==> config.mk <==
export PLATFORM = sky130hd
export DESIGN_NAME = uart_async_rx
export DESIGN_NICKNAME = d
export VERILOG_FILES = /design/src/rtl/sync_2ff.sv /design/src/rtl/uart_async_rx.sv
export SDC_FILE = /design/constraint.sdc
export NUM_CORES = 1
export LEC_CHECK = 0
export ABC_AREA = 0
export CAP_MARGIN = 20
export CORE_MARGIN = 2
export CORE_UTILIZATION = 50
export CTS_BUF_LIST = sky130_fd_sc_hd__clkbuf_4
export CTS_CLUSTER_DIAMETER = 100
export DETAILED_ROUTE_END_ITERATION = 10
export GPL_TIMING_DRIVEN = 0
export PLACE_DENSITY = 0.77
export SLEW_MARGIN = 15
export SYNTH_ARGS = -nofsm -noshare
export SYNTH_HDL_FRONTEND = slang
export SYNTH_HIERARCHICAL = 1
export SYNTH_SLANG_ARGS = --single-unit
==> constraint.sdc <==
create_clock -name clk -period 1.75 [get_ports clk]
set_clock_uncertainty 0.05 [all_clocks]
set_input_delay 0.2625 -clock clk [delete_from_list [all_inputs] [get_ports clk]]
set_output_delay 0.2625 -clock clk [all_outputs]
set_load 0.03 [all_outputs]
==> src/rtl/sync_2ff.sv <==
// Two-flop synchronizer for a single asynchronous input.
// The reset value is a parameter so idle-high lines stay quiet through reset.
module sync_2ff #(
  parameter logic ResetValue = 1'b1
) (
  input  logic clk_i,
  input  logic rst_i,
  input  logic d_i,
  output logic q_o
);

  logic meta_q;
  logic sync_q;

  always_ff @(posedge clk_i) begin
    if (rst_i) begin
      meta_q <= ResetValue;
      sync_q <= ResetValue;
    end else begin
      meta_q <= d_i;
      sync_q <= meta_q;
    end
  end

  assign q_o = sync_q;

endmodule

==> src/rtl/uart_async_rx.sv <==
// 8N1 UART receiver: mid-bit sampling from a single cycle counter.
// A byte is delivered with a one-cycle strobe only when its stop bit reads high.
module uart_async_rx #(
  parameter int unsigned CLK_FREQUENCY = 50_000_000,
  parameter int unsigned BAUD          = 115200
) (
  input  logic       clk,
  input  logic       rst,
  input  logic       RxD,
  output logic       RxD_data_ready,
  output logic       RxD_waiting_data,
  output logic [7:0] RxD_data
);

  localparam int unsigned BIT_CYCLES  = (CLK_FREQUENCY + BAUD / 2) / BAUD;
  localparam int unsigned HALF_CYCLES = BIT_CYCLES / 2;
  localparam int unsigned CntW        = $clog2(BIT_CYCLES + 1);

  // Counter values seen on the sampling edge (counter is cleared on the previous sample edge).
  localparam logic [CntW-1:0] HalfLast = CntW'(HALF_CYCLES - 1);
  localparam logic [CntW-1:0] BitLast  = CntW'(BIT_CYCLES - 1);

  typedef enum logic [2:0] {
    StIdle,
    StStart,
    StData,
    StStop,
    StWaitHigh
  } state_e;

  state_e          state_q;
  logic [CntW-1:0] cnt_q;
  logic [2:0]      bit_q;
  logic [7:0]      shift_q;
  logic [7:0]      data_q;
  logic            ready_q;
  logic            waiting_q;
  logic            rx_s;

  sync_2ff #(
    .ResetValue(1'b1)
  ) u_sync (
    .clk_i(clk),
    .rst_i(rst),
    .d_i  (RxD),
    .q_o  (rx_s)
  );

  always_ff @(posedge clk) begin
    if (rst) begin
      state_q   <= StIdle;
      cnt_q     <= '0;
      bit_q     <= '0;
      shift_q   <= '0;
      data_q    <= '0;
      ready_q   <= 1'b0;
      waiting_q <= 1'b1;
    end else begin
      ready_q <= 1'b0;
      unique case (state_q)
        StIdle: begin
          if (!rx_s) begin
            cnt_q     <= '0;
            state_q   <= StStart;
            waiting_q <= 1'b0;
          end
        end
        StStart: begin
          if (cnt_q == HalfLast) begin
            cnt_q <= '0;
            bit_q <= '0;
            if (rx_s) begin
              state_q   <= StIdle;
              waiting_q <= 1'b1;
            end else begin
              state_q <= StData;
            end
          end else begin
            cnt_q <= cnt_q + CntW'(1);
          end
        end
        StData: begin
          if (cnt_q == BitLast) begin
            cnt_q   <= '0;
            shift_q <= {rx_s, shift_q[7:1]};
            if (bit_q == 3'd7) begin
              state_q <= StStop;
            end else begin
              bit_q <= bit_q + 3'd1;
            end
          end else begin
            cnt_q <= cnt_q + CntW'(1);
          end
        end
        StStop: begin
          if (cnt_q == BitLast) begin
            cnt_q <= '0;
            if (rx_s) begin
              data_q    <= shift_q;
              ready_q   <= 1'b1;
              state_q   <= StIdle;
              waiting_q <= 1'b1;
            end else begin
              state_q <= StWaitHigh;
            end
          end else begin
            cnt_q <= cnt_q + CntW'(1);
          end
        end
        StWaitHigh: begin
          if (rx_s) begin
            state_q   <= StIdle;
            waiting_q <= 1'b1;
          end
        end
        default: begin
          state_q   <= StIdle;
          waiting_q <= 1'b1;
        end
      endcase
    end
  end

  assign RxD_data_ready   = ready_q;
  assign RxD_waiting_data = waiting_q;
  assign RxD_data         = data_q;

endmodule

Yosys cells after proc, flatten, opt, wreduce, memory -nomap -nowiden --
Cells that the tools add are included.
Storage, ports and cells: bits in registers 35, bits of input ports 3, output and inout bits 10, word-level logic and storage cells 62
Cells by class: $add $sub $neg 2, equality and inequality tests 14, multiplexer cells 23, bitwise gates (word level) 3, reductions and logical operators 11
Operators with widths (count):
- $mux W3 | 10
- $mux W9 | 3
- $pmux W9 S3 | 1
- $pmux W3 S5 | 1
- $ne A2 B2 Y1 const B | 6
- $add A9 B1 Y9 const B | 1
- $eq A9 B8 Y1 const B | 1
- $eq A9 B9 Y1 const B | 1
- $reduce_and A4 Y1 | 2
- $eq A3 B2 Y1 const B | 2
- $eq A3 B3 Y1 const B | 2
- $pmux W3 S2 | 1
- $reduce_and A6 Y1 | 1
- $mux W1 | 5
- $pmux W1 S5 | 1
- $reduce_and A2 Y1 | 2
- $add A3 B1 Y3 const B | 1
- $eq A3 B1 Y1 const B | 1
- $logic_not A3 Y1 | 1
- $not A1 Y1 | 3
- $reduce_and A3 Y1 | 1
- $reduce_bool A3 Y1 | 1
- $reduce_or A3 Y1 | 1
- $mux W2 | 1
- 3 further kinds | 3

Longest topological paths before layout --
Gate-level depths: netlist of the first run.
depth after elaboration 4, gate-level depth with buffers 7, depth with buffers taken out 6

Modules after synthesis --
Netlist of the first run, hierarchy kept.
By module, submodules not included:
- uart_async_rx | instances 1, cells each 186, area each 1657.8 sq um, sequential area each 660.6 sq um
- sync_2ff | instances 1, cells each 4, area each 52.6 sq um, sequential area each 40.0 sq um

Worst setup path after synthesis of the first run --
OpenSTA, ideal clock, no wires.
kind reg-to-reg, start point register cnt_q[0], end point register cnt_q[2], setup time 0.134 ns, data arrival time 1.727 ns, required time 1.566 ns, slack -0.161 ns, stages on the path, launching flop included 8, path buffers 1, clock period less this slack 1.911 ns, cells stage by stage dfxtp_1 > inv_1 > ha_1 > or4b_2 > o21ba_2 > buf_2 > o22ai_1 > a21oi_1
Between the ends: cells in the longest elaborated chain, start to end 3, elaborated cells on any way between the ends 6, classes of those cells 1 x add/sub; 2 x eq/ne; 3 x mux
RTL lines:
- from (decl) | line uart_async_rx.sv:32 | logic [CntW-1:0] cnt_q;
- from (signal assigned) | line uart_async_rx.sv:79 | cnt_q <= cnt_q + CntW'(1);
- from (signal assigned) | line uart_async_rx.sv:92 | cnt_q <= cnt_q + CntW'(1);
- from (signal assigned) | line uart_async_rx.sv:107 | cnt_q <= cnt_q + CntW'(1);
- $add A9 B1 Y9 (tied with other cells) | line uart_async_rx.sv:79, uart_async_rx.sv:92, uart_async_rx.sv:107
- $mux W9, on equally long branches | line uart_async_rx.sv:83, uart_async_rx.sv:96, uart_async_rx.sv:69
- $pmux W9 S3 (*) | line uart_async_rx.sv:60 | unique case (state_q)
Mark *: on every way between the ends. The rest lies on a longest branch, timed or not. A chain may end at the register's enable or synchronous reset.

Final worst setup path of the first run --
start point register cnt_q[6], end point register shift_q[3]
Between the ends: cells in the longest elaborated chain, start to end 2
RTL lines:
- $eq A9 B9 Y1 | line uart_async_rx.sv:83 | if (cnt_q == BitLast) begin
- $reduce_and A2 Y1 (no source line)
- to (signal assigned) | line uart_async_rx.sv:85 | shift_q <= {rx_s, shift_q[7:1]};
- to (decl) | line uart_async_rx.sv:34 | logic [7:0] shift_q;
No other way between the ends.

==> flow_metrics.env, run 1 <==
export IMPL_drt_pass1_iterations=4
export IMPL_crit_arrival_ns=2.04
export IMPL_rsz0062_at_grt="yes"
export IMPL_synth_adder_area_share=0.0366
export IMPL_start_kind="flop"
export IMPL_synth_cell_types=45
export IMPL_p_int_w=0.00136
export IMPL_synthTopCellsByArea="dfxtp_1, mux2i_1, nor2_1, ha_1, nand2_1"
export IMPL_cts_tree="built"
export IMPL_dieArea_um2=3900
export IMPL_dp_hpwl_um=2240
export IMPL_yosys_warnings=6
export IMPL_max_slew_margin=0.653
export IMPL_synth_edf_count=0
export IMPL_path_clk_slew_ns=0.11
export IMPL_p_leak_nw=0.855
export IMPL_violations="negative setup slack"
export IMPL_coreArea_um2=3310
export IMPL_seq_power_share=0.430
export IMPL_r2r_start="cnt_q[6]"
export IMPL_clock_sinks=35
export IMPL_crit_start="cnt_q[6]"
export IMPL_fmaxAchievable_mhz=532
export IMPL_io_buffers=12
export IMPL_clock_latency_ns=0.34
export IMPL_antenna_found_initial=0
export IMPL_netlist_area_um2=1710
export IMPL_drive_above_1_share=0.251
export IMPL_routedWlPerCell_um=14.2
export IMPL_avgSynthCellArea_um2=9.00
export IMPL_setup_viol=22
export IMPL_yosys_area_top_type="dfxtp_1"
export IMPL_numCtsBuffers=5
export IMPL_rr_worst_depth=6
export IMPL_r2r_slack_ns=-0.13
export IMPL_p_sw_w=0.000755
export IMPL_p_sw_frac=0.357
export IMPL_viasPerCell=5.51
export IMPL_syn_nets=198
export IMPL_r2r_end="shift_q[3]"
export IMPL_grt_pass1_vias=1369
export IMPL_area_delta_synth_final_pct=27.4
export IMPL_seq_area_um2=718
export IMPL_worst_slew_pin_slew_ns=0.520
export IMPL_ys_flop_type="dfxtp_1"
export IMPL_critPathKind="flop to flop"
export IMPL_p_clk_frac=0.215
export IMPL_core_rowCount=21
export IMPL_endpoint="shift_q[3]"
export IMPL_gp_congestion=0.892
export IMPL_drv_slew=0
export IMPL_h_tree_depth=2
export IMPL_yosysTopAreaCellShare=0.410
export IMPL_crit_fanout=8
export IMPL_status="complete, but fails checks"
export IMPL_p_comb_frac=0.356
export IMPL_ant_nets=0
export IMPL_syn_inst=190
export IMPL_synthSimpleGateAreaFrac=0.236
export IMPL_fin_ws_ns=-0.131
export IMPL_hp_start="u_sync/meta_q"
export IMPL_gr_total_overflow=0
export IMPL_grt_usage=0.197
export IMPL_cap_violations=0
export IMPL_synth_compound_area_frac=0.152
export IMPL_vdd_drop_max_mv=0.606
export IMPL_first_iter_violations=105
export IMPL_ys_ff_latch=35
export IMPL_fill_cells=268
export IMPL_hold_slack_ns=0.383
export IMPL_final_nets=226
export IMPL_fp_dieW_um=62.5
export IMPL_p_per_area_nw_per_um2=971
export IMPL_required_ns=1.91
export IMPL_ys_seq_area_frac=0.410
export IMPL_die_height_um=62.5
export IMPL_synth_top_family_by_area="simple AND/OR/NAND/NOR gates"
export IMPL_place_ws_ns=-0.329
export IMPL_finalCriticalPeriod_ns=1.88
export IMPL_vias=1460
export IMPL_finalHoldViolCount=0
export IMPL_worst_setup_path_end_kind="flop"
export IMPL_hold_path_class="flop to flop"
export IMPL_clockBufferDepth=2
export IMPL_antenna_cells=0
export IMPL_initial_core_util=0.517
export IMPL_multi_input_area_um2=1060
export IMPL_wl_um=3770
export IMPL_synthMuxAreaShare=0.117
export IMPL_grt_max_degree=12
export IMPL_root_buffer="clkbuf_4"
export IMPL_min_period_over_period=1.08
export IMPL_postSynth_asyncResetShare=0
export IMPL_drcViolationCount=0
export IMPL_io_pins=13
export IMPL_tns_ns=-1.90
export IMPL_grt_first_pass_wirelength_um=6230
export IMPL_synth_xor_area_frac=0.00512
==> flip-flops by register name, summed over array words and instances, names as in the netlist <==
signal and flops:
cnt_q 9, RxD_data 8, shift_q 8, bit_q 3
state_q 3, RxD_data_ready 1, RxD_waiting_data 1, u_sync/meta_q 1
u_sync/q_o 1
==> layout make-up <==
type,count,area share
Buffer,8,0.0224
Clock buffer,6,0.0207
Clock inverter,2,0.00574
Inverter,5,0.00861
Multi-Input combinational cell,141,0.487
Sequential cell,35,0.330
Tap cell,46,0.0264
Timing Repair Buffer,22,0.0999
==> worst max-delay path: stages (launching register included) <==
cell and delay [ns]:
dfxtp_4 0.36, or4b_4 0.57, buf_4 0.16, nor3_4 0.20
buf_12 0.16, mux2i_1 0.19, nor2_1 0.06
==> cell families (layout without fill, tap and decap cells) <==
kind of cell,after synthesis,after routing
compound gates,38,39
xor+xnor,1,1
fa+ha+maj,5,5
buf+inv,15,43
flops,35,35
mux,20,20
simple gates,76,76
==> repair_timing <==
action | in CTS | in global routing
resized for setup | 24 | 16
setup endpoints to repair | 32 | 34
pin swaps | 12 | 10
buffers inserted | 8 | 1
hold buffers | 0 | 0
gates cloned | 2 | 0
==> power by group through the flow <==
stage / Sequential (W) / Combinational, W / Clock [W]
2_1_floorplan: 0.000927 / 0.000430 / 0
3_3_place_gp: 0.000922 / 0.000560 / 0
3_5_place_dp: 0.000922 / 0.000563 / 0
4_1_cts: 0.000907 / 0.000680 / 0.000462
5_1_grt: 0.000920 / 0.000822 / 0.000505
6_report: 0.000910 / 0.000753 / 0.000454
==> cell usage after synthesis, drive strengths merged, types with 3 or more instances <==
cell type / number
a21oi: 11
mux2i: 20
ha: 5
inv: 5
buf: 6
o21ai: 5
clkbuf: 4
o22ai: 7
and2: 3
nand2: 16
nand3: 3
nor4: 3
or3b: 3
dfxtp: 35
nor2: 25
nor3: 9
==> worst min path at each step <==
stage                    end  slack (ns)  cells after the start
3_5_place_dp      u_sync/q_o        0.35                      1
5_1_grt           u_sync/q_o        0.39                      1
3_3_place_gp      u_sync/q_o        0.34                      1
2_1_floorplan  u_sync/meta_q        0.31                      1
4_1_cts           u_sync/q_o        0.38                      1
6_report          u_sync/q_o        0.38                      1
==> stage by stage <==
stage	cell area (um2)	util	std cells	total power, W
floorplan	1720	-	190	0.00136
global placement	1900	0.573	248	0.00148
detailed placement	1900	0.573	248	0.00148
CTS	2110	0.638	264	0.00205
global route	2180	0.658	265	0.00225
finish	2180	0.658	265	0.00212
==> cell usage in the layout (no fill, tap or decap), drive strengths merged, types with 3 or more instances in the layout <==
cell           synthesis  routed
nand3                  3       3
or3b                   3       3
o22ai                  7       7
nor2                  25      25
inv                    5       5
ha                     5       5
clkdlybuf4s50          0      11
dfxtp                 35      35
nand2                 16      16
buf                    6      14
and2                   3       3
a21oi                 11      11
mux2i                 20      20
o21ai                  5       5
nor3                   9       9
clkbuf                 4      10
nor4                   3       3
==> layer usage <==
layer | part of all wire | track usage | routed length, um | vias to the layer above
met5 | 0 | 0 | 0 | -
met4 | 0.015 | 0.0833 | 57 | 0
met3 | 0.045 | 0.0450 | 170 | 9
met2 | 0.46 | 0.316 | 1750 | 36
met1 | 0.47 | 0.254 | 1790 | 682
li1 | - | - | - | 733
No activity file was read; power rests on OpenSTA's default activity.
==> run 2, diff against run 1 <==
CORE_UTILIZATION = 45   (was 50)
PLACE_DENSITY = 0.7   (was 0.77)
==> flow_metrics.env, run 2 (synthesis results as in run 1) <==
export IMPL_status="complete, but fails checks"
export IMPL_violations="negative setup slack"
export IMPL_wl_um=3750
export IMPL_final_nets=226
export IMPL_numCtsBuffers=5
export IMPL_path_delay_family="simple AND/OR/NAND/NOR gates"
export IMPL_gr_total_overflow=0
export IMPL_seq_area_um2=717
export IMPL_p_per_area_nw_per_um2=1020
export IMPL_h_tree_depth=2
export IMPL_gp_congestion=0.787
export IMPL_grt_usage=0.183
export IMPL_grt_max_degree=13
export IMPL_area_delta_synth_final_pct=30.7
export IMPL_drt_pass1_iterations=4
export IMPL_finalCriticalPeriod_ns=1.84
export IMPL_fill_cells=309
export IMPL_viasPerCell=5.59
export IMPL_topRoutingLayerUsed="met4"
export IMPL_crit_path_top_delay_cell="or4b_4"
export IMPL_first_iter_violations=64
export IMPL_cap_violations=0
export IMPL_worst_setup_path_end_kind="flop"
export IMPL_fmaxAchievable_mhz=543
export IMPL_ant_nets=0
export IMPL_met2_length_um=1740
export IMPL_setup_viol=26
export IMPL_hold_slack_ns=0.379
export IMPL_grt_first_pass_wirelength_um=6200
export IMPL_antenna_found_initial=0
export IMPL_required_ns=1.92
export IMPL_clock_latency_ns=0.35
export IMPL_cts_tree="built"
export IMPL_clockBufferDepth=2
export IMPL_core_rowCount=22
export IMPL_crit_fanout=5
export IMPL_multi_input_area_um2=1090
export IMPL_crit_buf_inv=1
export IMPL_final_common_cell="dfxtp_1"
export IMPL_crit_arrival_ns=2.01
export IMPL_vias=1493
export IMPL_drive_above_1_share=0.256
export IMPL_vdd_drop_max_mv=0.546
export IMPL_p_leak_nw=0.893
export IMPL_finalHoldViolCount=0
export IMPL_place_ws_ns=-0.245
export IMPL_fin_ws_ns=-0.0923
export IMPL_grt_pass1_vias=1365
export IMPL_start_kind="flop"
export IMPL_worst_slew_pin_slew_ns=0.579
export IMPL_drv_slew=0
export IMPL_coreArea_um2=3660
export IMPL_power_w=0.00229
export IMPL_drcViolationCount=0
export IMPL_path_clk_slew_ns=0.13
export IMPL_cp_cell_sequence="or4b_4 > nor4_4 > buf_6 > mux2i_1 > nor2_1"
export IMPL_die_height_um=65.7
export IMPL_wl_met1_um=1800
export IMPL_wl_met3_um=127
export IMPL_clock_sinks=35
export IMPL_tns_ns=-1.30
export IMPL_regMostFlops="cnt_q"
export IMPL_max_slew_margin=0.614
export IMPL_io_pins=13
export IMPL_root_buffer="clkbuf_4"
export IMPL_hold_path_class="flop to flop"
export IMPL_critPathKind="flop to flop"
export IMPL_max_stage_delay_ns=0.58
export IMPL_final_cell_mix="dfxtp_1, nor2_1, mux2i_1"
export IMPL_largest_reg_flops=9
export IMPL_dp_hpwl_um=2250
export IMPL_antenna_cells=0
export IMPL_routedWlPerCell_um=14.0
export IMPL_fp_dieW_um=65.7
export IMPL_dieArea_um2=4310
export IMPL_min_period_over_period=1.05
export IMPL_rsz0062_at_grt="yes"
export IMPL_io_buffers=12
export IMPL_initial_core_util=0.467
-- run 2: cell count changes in the layout (fill, tap and decap cells not counted), sizes merged --
cell,change
clkinvlp,-1
bufinv,+1
clkbuf,-1
clkinv,+1
-- run 2: layout make-up --
| type | count | share of cell area |
|---|---|---|
| well taps | 48 | 0.0269 |
| clock buffers | 5 | 0.0168 |
| inverters | 5 | 0.00951 |
| repair buffers | 23 | 0.0990 |
| clock inverters | 3 | 0.0196 |
| flip-flops and latches | 35 | 0.321 |
| plain buffers | 7 | 0.0201 |
| multi-input cells | 141 | 0.487 |
-- run 2: report_power, final --
part | internal, W | switching, W | total [W] | leakage, nW
registers | 0.000851 | 0.0000631 | 0.000914 | 0.287
clock network | 0.000301 | 0.000299 | 0.000600 | 0.0452
logic | 0.000346 | 0.000430 | 0.000776 | 0.560
total | 0.00150 | 0.000793 | 0.00229 | 0.893
-- run 2: stage by stage --
stage                      util  instances  area (um2)
after floorplan               -        190        1720
after global placement    0.519        250        1900
after detailed placement  0.519        250        1900
after CTS                 0.580        266        2120
after global routing      0.611        267        2240
final                     0.611        267        2240
-- run 2: metal layers --
| layer | up-vias | GRT usage |
|---|---|---|
| met4 | 0 | 0.0755 |
| met5 | - | 0 |
| met3 | 8 | 0.0394 |
| li1 | 741 | - |
| met1 | 719 | 0.248 |
| met2 | 25 | 0.279 |
-- run 2: path summary, 6_finish.rpt --
path            endpoint  slack [ns]  cells after the start          start
max          RxD_data[0]       -0.09                      5       cnt_q[3]
min           u_sync/q_o        0.38                      1  u_sync/meta_q
max reg2reg  RxD_data[0]       -0.09                      5       cnt_q[3]
min reg2reg   u_sync/q_o        0.38                      1  u_sync/meta_q
-- run 2: timing repair --
action / 4_1_cts / 5_1_grt
hold buffers: 0 / 0
cloned: 2 / 0
gates resized for setup: 22 / 21
pin swaps: 4 / 17
buffers inserted: 8 / 2
endpoints found under the setup margin: 31 / 34
